--- src/rtl/spec_branch_history.sv ---
`default_nettype none
// +--------------------------------------------------------------------+
// | spec_branch_history: speculative global history with checkpoints   |
// | Rev 1.0                                                            |
// +--------------------------------------------------------------------+
module spec_branch_history #(
  parameter int HIST_W     = 8,
  parameter int CKPT_DEPTH = 4,
  parameter int TAG_W      = $clog2(CKPT_DEPTH)
) (
  input  logic              clk,
  input  logic              reset_n,
  input  logic              pred_valid,
  input  logic              pred_taken,
  output logic              pred_ready,
  output logic [TAG_W-1:0]  pred_tag,
  input  logic              res_valid,
  input  logic [TAG_W-1:0]  res_tag,
  input  logic              res_taken,
  input  logic              res_mispredict,
  input  logic              flush,
  output logic [HIST_W-1:0] spec_hist,
  output logic [HIST_W-1:0] arch_hist,
  output logic [TAG_W:0]    occupancy,
  output logic              retire_valid,
  output logic              retire_taken
);

  localparam logic [TAG_W:0] C_FULL = (TAG_W+1)'(CKPT_DEPTH);

  logic [CKPT_DEPTH-1:0] r_valid;
  logic [CKPT_DEPTH-1:0] r_resolved;
  logic [CKPT_DEPTH-1:0] r_outcome;
  logic [HIST_W-1:0]     r_ckpt [CKPT_DEPTH];
  logic [TAG_W-1:0]      r_head;
  logic [TAG_W-1:0]      r_tail;
  logic [TAG_W:0]        r_occ;
  logic [HIST_W-1:0]     r_spec;
  logic [HIST_W-1:0]     r_arch;
  logic                  r_retire_valid;
  logic                  r_retire_taken;

  logic                  w_accept;
  logic                  w_res_hit;
  logic                  w_mispredict;
  logic                  w_correct;
  logic                  w_retire;
  logic [TAG_W-1:0]      w_age_t;
  logic [CKPT_DEPTH-1:0] w_valid_next;
  logic [CKPT_DEPTH-1:0] w_resolved_next;
  logic [CKPT_DEPTH-1:0] w_outcome_next;
  logic [TAG_W:0]        w_occ_next;

  assign pred_ready   = (r_occ != C_FULL) && !flush && !(res_valid && res_mispredict);
  assign pred_tag     = r_tail;
  assign w_accept     = pred_valid && pred_ready;
  assign w_res_hit    = res_valid && r_valid[res_tag] && !r_resolved[res_tag];
  assign w_mispredict = w_res_hit && res_mispredict && !flush;
  assign w_correct    = w_res_hit && !res_mispredict && !flush;
  assign w_retire     = r_valid[r_head] && r_resolved[r_head] && !flush;
  // Age relative to head orders entries even after the pointers wrap.
  assign w_age_t      = res_tag - r_head;

  always_comb begin
    w_valid_next    = r_valid;
    w_resolved_next = r_resolved;
    w_outcome_next  = r_outcome;
    if (flush) begin
      w_valid_next = '0;
    end else begin
      if (w_retire) w_valid_next[r_head] = 1'b0;
      if (w_mispredict || w_correct) begin
        w_resolved_next[res_tag] = 1'b1;
        w_outcome_next[res_tag]  = res_taken;
      end
      if (w_mispredict) begin
        for (int i = 0; i < CKPT_DEPTH; i++) begin
          if ((TAG_W'(i) - r_head) > w_age_t) w_valid_next[i] = 1'b0;
        end
      end
      if (w_accept) begin
        w_valid_next[r_tail]    = 1'b1;
        w_resolved_next[r_tail] = 1'b0;
      end
    end
  end

  always_comb begin
    w_occ_next = '0;
    for (int i = 0; i < CKPT_DEPTH; i++) begin
      w_occ_next = w_occ_next + (TAG_W+1)'(w_valid_next[i]);
    end
  end

  always_ff @(posedge clk or negedge reset_n) begin
    if (!reset_n) begin
      r_valid        <= '0;
      r_resolved     <= '0;
      r_outcome      <= '0;
      for (int i = 0; i < CKPT_DEPTH; i++) r_ckpt[i] <= '0;
      r_head         <= '0;
      r_tail         <= '0;
      r_occ          <= '0;
      r_spec         <= '0;
      r_arch         <= '0;
      r_retire_valid <= 1'b0;
      r_retire_taken <= 1'b0;
    end else begin
      r_valid    <= w_valid_next;
      r_resolved <= w_resolved_next;
      r_outcome  <= w_outcome_next;
      r_occ      <= w_occ_next;
      if (w_accept) r_ckpt[r_tail] <= r_spec;
      if (flush) begin
        r_tail         <= r_head;
        r_spec         <= r_arch;
        r_retire_valid <= 1'b0;
        r_retire_taken <= 1'b0;
      end else begin
        r_retire_valid <= w_retire;
        r_retire_taken <= w_retire && r_outcome[r_head];
        if (w_retire) begin
          r_arch <= {r_arch[HIST_W-2:0], r_outcome[r_head]};
          r_head <= r_head + 1'b1;
        end
        if (w_mispredict) begin
          r_spec <= {r_ckpt[res_tag][HIST_W-2:0], res_taken};
          r_tail <= res_tag + 1'b1;
        end else if (w_accept) begin
          r_spec <= {r_spec[HIST_W-2:0], pred_taken};
          r_tail <= r_tail + 1'b1;
        end
      end
    end
  end

  assign spec_hist    = r_spec;
  assign arch_hist    = r_arch;
  assign occupancy    = r_occ;
  assign retire_valid = r_retire_valid;
  assign retire_taken = r_retire_taken;

endmodule
`default_nettype wire

--- config.mk ---
export PLATFORM = sky130hd
export DESIGN_NAME = spec_branch_history
export DESIGN_NICKNAME = d
export VERILOG_FILES = /design/src/rtl/spec_branch_history.sv
export SDC_FILE = /design/constraint.sdc
export NUM_CORES = 1
export LEC_CHECK = 0
export ABC_AREA = 0
export BUFFER_PORTS_ARGS = -buffer_cell sky130_fd_sc_hd__buf_2
export CAP_MARGIN = 30
export CELL_PAD_IN_SITES_DETAIL_PLACEMENT = 0
export CELL_PAD_IN_SITES_GLOBAL_PLACEMENT = 1
export CORE_MARGIN = 2
export CORE_UTILIZATION = 25
export DETAILED_ROUTE_END_ITERATION = 12
export GPL_TIMING_DRIVEN = 1
export PLACE_DENSITY_LB_ADDON = 0.08
export SLEW_MARGIN = 20
export SYNTH_ARGS = -nofsm -noshare
export SYNTH_HDL_FRONTEND = slang
export SYNTH_SLANG_ARGS = --single-unit
--- constraint.sdc ---
create_clock -name clk -period 2.9 [get_ports clk]
set_clock_uncertainty 0.05 [all_clocks]
set_input_delay 0.58 -clock clk [delete_from_list [all_inputs] [get_ports clk]]
set_output_delay 0.58 -clock clk [all_outputs]
set_load 0.1 [all_outputs]
# --- Word-level counts from Yosys, hierarchy flattened ---
# Index checks and enable logic that the tools add are counted.
word_totals:
  ff_bits: 69
  input_bits: 10
  output_inout_bits: 24
op_classes:
  n_addsub: 11
  n_lt_le_gt_ge: 13
  eq_ne: 1
  n_mux: 43
  bitwise: 9
  reduce_logical: 25
ops:
  columns: ["cell", "n"]
  rows:
  - ["$bwmux 32", 1]
  - ["$mux 4", 8]
  - ["$mux 8", 4]
  - ["$logic_and 1x1->1", 17]
  - ["$bmux 8 s2", 1]
  - ["$demux 8 s2", 1]
  - ["$mux 1", 14]
  - ["$mux 7", 2]
  - ["$bmux 1 s2", 5]
  - ["$lt 2x3->1 const B", 3]
  - ["$and 4x4->4", 2]
  - ["$gt 2x2->1", 4]
  - ["$not 4->4", 2]
  - ["$or 4x4->4", 2]
  - ["$add 2x1->2 const B", 3]
  - ["$demux 1 s2", 3]
  - ["$ge 2x1->1 const B", 3]
  - ["$ge 3x3->1 const B", 2]
  - ["$mux 2", 3]
  - ["$not 2->3", 2]
  - ["$bwmux 4", 1]
  - ["$logic_not 1->1", 4]
  - ["$reduce_and 2->1", 2]
  - ["$sub 1x2->2 const A", 2]
  - ["10 further kinds", 11]

# --- Depth between registers and ports, before layout ---
# Gate-level depths: netlist of run 1.
depth:
  word_depth: 16
  mapped_depth: 13
  depth_no_buf: 12

# --- Least setup slack after synthesis of run 1 ---
# No wires, ideal clock.
synth_timing:
  path_kind: "reg-to-output"
  from: "reg r_occ[1], in the netlist occupancy[1]"
  to: "out pred_ready"
  t_arrival_ps: 3197
  setup_slack_ps: -927
  path_stages_with_launch: 3
  path_buffers: 0
  cell_sequence: "dfrtp_1 nor3b_1 nor3_1"
synth_via:
  elab_chain_len: 3
synth_rtl:
  columns: ["item", "line_no", "text"]
  rows:
  - ["start, declared", "37", "logic [TAG_W:0] r_occ;"]
  - ["start signal, assigned", "112", "r_occ <= w_occ_next;"]
  - ["$ne 3x3->1", "54", "assign pred_ready = (r_occ != C_FULL) && !flush && !(res_valid && res_mispredict);"]
  - ["$logic_and 1x1->1 (2 in a row)", "54", null]
  - ["end, declared", "15", "output logic pred_ready,"]
# Every way passes these cells.

# --- Final worst setup path of run 1 ---
layout_timing:
  from: "reg r_head[0]"
  to: "reg r_occ[1], in the netlist occupancy[1]"
layout_via:
  elab_chain_len: 16
  elab_cells_between_ends: 35
  classes_between: "add/sub: 8; order compare: 6; mux: 15; bitwise: 3; reduce/logical: 3"
layout_rtl:
  columns: ["item", "line_no", "text"]
  rows:
  - ["start, declared", "35", "logic [TAG_W-1:0] r_head;"]
  - ["start signal, assigned", "124", "r_head <= r_head + 1'b1;"]
  - ["$lt 2x3->1 (not written as such) or $ge 2x1->1 (tied branches)", "71", "if (w_retire) w_valid_next[r_head] = 1'b0;"]
  - ["$logic_and 1x1->1 (not written as such)", "71", null]
  - ["$mux 1 (not written as such)", "71", null]
  - ["$demux 1 s2", "71", null]
  - ["$not 4->4 (no source line)", null, null]
  - ["$and 4x4->4 (no source line)", null, null]
  - ["$mux 4", "71", null]
  - ["$mux 1", "78", "if ((TAG_W'(i) - r_head) > w_age_t) w_valid_next[i] = 1'b0;"]
  - ["$mux 4 *", "76", "if (w_mispredict) begin"]
  - ["$mux 4 *", "68", "if (flush) begin"]
  - ["$or 4x4->4 (no source line)", null, null]
  - ["$mux 4 *", "81", "if (w_accept) begin"]
  - ["$mux 4 *", "68", null]
  - ["$add 1x1->2", "91", "w_occ_next = w_occ_next + (TAG_W+1)'(w_valid_next[i]);"]
  - ["$add 2x1->3", "91", null]
  - ["$add 3x1->3 *", "91", null]
  - ["via w_occ_next[1]", "52", "logic [TAG_W:0] w_occ_next;"]
# Mark *: on every way through the listed nets, which the timed path passes. The rest lies on a longest branch. The select of a mux whose other input is x is not followed.
# A chain may end at the register's enable or synchronous reset.

==> out/results.ini, run 1 <==
[status]
status = finished clean

[critical_path]
crit_fanout = 5
crit_type = register to register
cp.arrival_ns = 2.89
crit_path_start_kind = register
endpoint_kind = register
crit_required_ns = 3.06

[pwr]
power_switching_mw = 1.853
ir_drop_mv = 0.2876
p_leak_nw = 1.869
finalPower_mw = 4.299
p_sw_share_pct = 43.10
pwr-share-comb_pct = 40.8
internal_power_mw = 2.446
clockPowerShare_pct = 24.1
powerDensity_mw_per_mm2 = 1039
pwr-share-seq_pct = 35.1

[die]
initial_utilization_pct = 25.73
core-area_mm2 = 0.01272
placementRows = 41
ioPinCount = 34
dieHeight_um = 118.4
die-area_mm2 = 0.01402
fp.dieW_um = 118.4

[route]
vias = 2295
wirelength_um = 8988
drt_iter0_markers = 126
firstDrtPassIters = 5
vias_per_cell = 4.581
drc = 0
wl_per_cell_um = 17.94
postRouteAntennaNets = 0

[sta]
grt_setup_unrepaired = false
fin_crit_sh_pct = 94.01
min_period_ns = 2.726
setup_tns_ns = 0
fmax_ghz = 0.3668
tightest_slew_ns = 0.6661
hold_violations = 0
relSlewSlack_pct = 55.59
setup_viol = 0
fin_ws_ns = 0.1738
maxSlewViolCount = 0

[layout]
final_layout_size_suffix_gt1_share_pct = 39.21
syn_to_final_growth_pct = 26.45
nFillCells = 1335
layout.nets = 346
n_antenna_cell = 0
layout_common_cells = dfrtp_1, buf_2, buf_4
layout_commonest_cell = dfrtp_1

[cts]
cts.path.max_buffers = 2
clk_pin_slew_ns = 0.05
clock_latency_ns = 0.33
postCtsHoldBufs = 0
cts_setup_buffers = 0
cts_max_level = 3
cts-buffers-inserted = 9
ctsRootBufferMaster = clkbuf_16
clock-sinks = 65
cts_tree = built

[logic_synthesis]
synth_seq_area_share_pct = 49.69
synthArstFlopShare_pct = 100.0
synth_top_area_share_pct = 49.69
yosysWarnings = 0
ys.flop_type = dfrtp_1
synth_edf_count = 0
synthCells = 266
syn_area_per_cell_um2 = 12.31
yosys-top-cells-area = dfrtp_1, mux2_2, mux4_2, ha_1, mux2i_1
syn-num-nets = 285
synth.distinct_cells = 50
yosysTopAreaCell = dfrtp_1
synth_seq_cells = 65
netlist_area_mm2 = 0.003273

[worst_hold_path]
min_path_type = primary input to async pin

[placed_design]
hpwl_um = 6566
port_buffers = 33
globalplace.congestion = 0.7983
dp_slack_ns = -0.05058

[global_routing]
grt_max_degree = 29
overflow = 0
antenna_found_initial = 0
grt_pass1_vias = 2414
groute.usage.overall_pct = 13.76
grt_pass1_wl_um = 14470

[flow_run]
maxCapViolations = 0

## critical path: stages (launching register included)
cell,delay [ns]
dfrtp_1,0.38
inv_1,0.20
ha_1,0.31
ha_1,0.29
a21oi_1,0.15
nor2_1,0.06
nand2_1,0.09
a31oi_2,0.10
fa_1,0.49
inv_1,0.04
ha_1,0.17
ha_1,0.26
## layout make-up
class / instances / area [µm²] / share of cell area [%]
Inverter: 16 / 60.06 / 1.451
Clock buffer: 9 / 225.2 / 5.441
Clock inverter: 4 / 47.55 / 1.149
Multi-Input combinational cell: 171 / 1548 / 37.39
Timing Repair Buffer: 64 / 410.4 / 9.915
Tap cell: 172 / 215.2 / 5.200
Sequential cell: 65 / 1633 / 39.45
## state kept, by name, summed over array words and instances, names as in the netlist, 2 cells and up
register,count
r_resolved,4
occupancy,3
r_head,2
r_outcome,4
arch_hist,8
r_valid,4
spec_hist,8
r_ckpt,28
pred_tag,2
## layer usage
metal | vias up | share of wire [%] | routed length, µm | GRT usage, %
met3 | 11 | 2.7 | 242 | 2.654
met2 | 34 | 43 | 3859 | 19.58
met4 | 0 | 1.8 | 159 | 5.804
li1 | 1100 | - | - | -
met1 | 1150 | 53 | 4726 | 20.22
met5 | - | 0 | 0 | 0
## power groups by stage
stage	Combinational (mW)	Sequential (mW)	Clock, mW
2_1_floorplan	0.665	2.18	0
5_1_grt	1.87	1.57	1.11
4_1_cts	1.77	1.51	1.06
3_5_place_dp	1.77	1.53	0
3_3_place_gp	1.76	1.52	0
6_report	1.76	1.51	1.04
## what timing repair did
action	4_1_cts	5_1_grt
endpoints found under the hold margin	0	0
resized for setup	0	2
setup endpoints to repair	0	1
## worst paths after layout
kind	from	to	slack (ns)	depth (start not counted)
setup reg to reg	r_head[0]	occupancy[1]	0.17	11
max in group asynchronous	reset_n	r_outcome[0]	1.91	2
setup / recovery	r_head[0]	occupancy[1]	0.17	11
hold / removal	reset_n	r_ckpt[11]	0.23	1
min in group clk	r_ckpt[27]	r_ckpt[27]	0.44	1
hold reg to reg	r_ckpt[27]	r_ckpt[27]	0.44	1
## stage by stage
step	util (%)	cell area (µm²)	std cells	hold WS, ns
after floorplan	-	3307	266	0.2344
final	32.53	4139	501	0.2258
after CTS	32.43	4125	501	0.2507
after global routing	32.53	4139	501	0.2769
after global placement	30.28	3852	488	0.4157
after detailed placement	30.28	3852	488	0.4202
## Yosys cell counts, types with 2 or more instances
cell type and number:
xnor2_1 3, nor2b_1 6, nor2_2 2, a21o_1 3, nand3_1 2, a221o_1 2, nor3_1 3, inv_1 16
mux4_2 8, and2_1 3, dfrtp_1 65, nor2_1 6, mux2_1 7, ha_1 8, a222oi_1 7, buf_6 2
a31oi_1 3, nand2b_1 5, nor3b_1 4, a21oi_1 13, o21ai_1 2, a21boi_0 2, buf_4 3, mux2i_1 8
mux2_2 26, a31o_1 2, nand2_1 18, o21ai_0 7, buf_2 8, xor2_1 2
## cell families (layout without fill, tap and decap cells)
kind of cell	Yosys count	count (layout)	share of synthesized area, %
muxes	49	49	19.30
buffers and inverters	30	93	4.549
DFF	65	65	49.69
AOI/OAI and AO/OA	51	51	11.16
and+or+nand+nor	57	57	10.28
xor gates and xnor gates	5	5	1.338
adders and majority gates	9	9	3.670
(Power assumes the default switching activity.)
==> run 2, diff against run 1 <==
==> constraint.sdc (replaced) <==
create_clock -name clk -period 2.8 [get_ports clk]
set_clock_uncertainty 0.05 [all_clocks]
set_input_delay 0.56 -clock clk [delete_from_list [all_inputs] [get_ports clk]]
set_output_delay 0.56 -clock clk [all_outputs]
set_load 0.1 [all_outputs]
==> out/results.ini, run 2 (synthesis results as in run 1) <==
[status]
status = finished clean

[route]
drt_iter0_markers = 124  ; -1.6%
wirelength_um = 8790  ; -2.2%
drc = 0  ; unchanged
vias = 2297  ; +0.087%
wl_per_cell_um = 17.41  ; -3.0%
vias_per_cell = 4.549  ; -0.71%
postRouteAntennaNets = 0  ; unchanged
firstDrtPassIters = 7  ; +2

[die]
dieHeight_um = 118.4  ; unchanged
initial_utilization_pct = 25.73  ; unchanged
ioPinCount = 34  ; unchanged
fp.dieW_um = 118.4  ; unchanged
die-area_mm2 = 0.01402  ; unchanged
core-area_mm2 = 0.01272  ; unchanged
placementRows = 41  ; unchanged

[layout]
final_layout_size_suffix_gt1_share_pct = 41.14  ; +1.9 points
layout_common_cells = dfrtp_1, buf_2, buf_4
top_register = r_ckpt
final_util_pct = 32.96  ; +0.42 points
syn_to_final_growth_pct = 28.10
layout.nets = 347  ; +0.29%
largest_reg_flops = 28  ; unchanged
stdcell_area_mm2 = 0.004193  ; +1.3%
n_antenna_cell = 0  ; unchanged
layout_commonest_cell = dfrtp_1

[sta]
maxSlewViolCount = 0  ; unchanged
relSlewSlack_pct = 53.82  ; -1.8 points
fin_ws_ns = 0.1527  ; -0.02105 ns
fin_crit_sh_pct = 94.55  ; +0.54 points
setup_viol = 0  ; unchanged
setup_tns_ns = 0  ; unchanged
min_period_ns = 2.647  ; -0.07895 ns
grt_setup_unrepaired = false
tightest_slew_ns = 0.6927  ; +0.02657 ns
fin_hold_ws_ns = 0.1239  ; -0.1020 ns
hold_violations = 0  ; unchanged
fmax_ghz = 0.3777  ; +3.0%

[global_routing]
use_met1_pct = 19.14  ; -1.1 points
grt_pass1_vias = 2334  ; -3.3%
use_met3_pct = 2.606  ; -0.048 points
grt.busiest_layer = met1
use_met2_pct = 18.86  ; -0.72 points
overflow = 0  ; unchanged
grt_max_degree = 48  ; +66%
groute.usage.overall_pct = 13.30  ; -0.46 points
grt_pass1_wl_um = 13820  ; -4.5%
antenna_found_initial = 0  ; unchanged

[critical_path]
crit_required_ns = 2.96  ; -0.10 ns
crit_path_start_kind = register
crit_fanout = 6  ; +1
crit_type = register to register
cp.arrival_ns = 2.81  ; -0.08 ns
endpoint_kind = register

[pwr]
p_leak_nw = 1.888  ; +0.99%
powerDensity_mw_per_mm2 = 1082  ; +4.1%
ir_drop_mv = 0.3191  ; +11%

[flow_run]
maxCapViolations = 0  ; unchanged

[cts]
ctsRootBufferMaster = clkbuf_16
clk_pin_slew_ns = 0.06  ; about the same
cts-buffers-inserted = 9  ; unchanged
cts.path.max_buffers = 2  ; unchanged
cts_max_level = 3  ; unchanged
clock_latency_ns = 0.34  ; about the same
cts_setup_buffers = 0  ; unchanged
clock-sinks = 65  ; unchanged
cts_tree = built

[placed_design]
hpwl_um = 6338  ; -3.5%
dpl_cell_area_mm2 = 0.003871  ; +0.49%
globalplace.congestion = 0.8147  ; +2.1%
dp_slack_ns = -0.1558  ; -0.1053 ns
port_buffers = 33  ; unchanged

[worst_hold_path]
min_path_type = primary input to async pin

-- run 2: changes by cell type in the layout (fill, tap and decap cells not counted), sizes merged --
| cell | before | now |
|---|---|---|
| buf | 64 | 65 |
| clkbuf | 9 | 10 |
| clkinv | 2 | 4 |
| clkinvlp | 1 | 0 |
| inv | 16 | 17 |
-- run 2: timing repair --
action / CTS / global route
hold buffers: 0 / 0
hold endpoints to repair: 0 / 0
resized for setup: 0 / 5
setup endpoints to repair: 0 / 3
-- run 2: through the flow --
step | std cells | total power, mW
4_1_cts | 505 | 4.595
3_3_place_gp | 489 | 3.420
2_1_floorplan | 266 | 2.948
6_report | 505 | 4.536
5_1_grt | 505 | 4.777
3_5_place_dp | 489 | 3.420
-- run 2: cell type report --
class                           count  area [µm²]
Clock inverter                      6       66.31
Timing Repair Buffer               65       417.9
Multi-Input combinational cell    171        1560
Tap cell                          172       215.2
Sequential cell                    65        1634
Inverter                           16       60.06
Fill cell                        1346        8529
Clock buffer                       10       239.0
-- run 2: worst paths after layout --
| path | start | to | slack [ns] | cells past startpoint |
|---|---|---|---|---|
| max in group asynchronous | reset_n | occupancy[2] | 1.93 | 2 |
| worst min-delay path | reset_n | r_ckpt[2] | 0.12 | 1 |
| worst min register to register | r_ckpt[27] | r_ckpt[27] | 0.43 | 1 |
| worst max register to register | r_head[1] | occupancy[1] | 0.15 | 11 |
| min in group clk | r_ckpt[27] | r_ckpt[27] | 0.43 | 1 |
| worst max-delay path | r_head[1] | occupancy[1] | 0.15 | 11 |
-- run 2: critical path, cell delays in order (launching register included) --
cell,delay (ns)
dfrtp_2,0.44
inv_1,0.08
ha_1,0.31
ha_1,0.28
a21oi_1,0.14
nor2_1,0.06
nand2_1,0.12
a31oi_4,0.10
fa_1,0.49
inv_1,0.05
ha_2,0.15
ha_1,0.26
-- run 2: per-layer routing --
metal,vias up,share of wire [%]
met5,-,0
met3,12,3.2
met2,41,43
li1,1098,-
met4,0,2.2
met1,1146,52
-- run 2: where the power goes --
part	switching, mW	leakage (nW)	total [mW]	internal, mW
Combinational	1.24	0.930	1.82	0.584
Clock	0.434	0.153	1.15	0.716
Sequential	0.268	0.805	1.56	1.29
Total	1.94	1.89	4.54	2.59
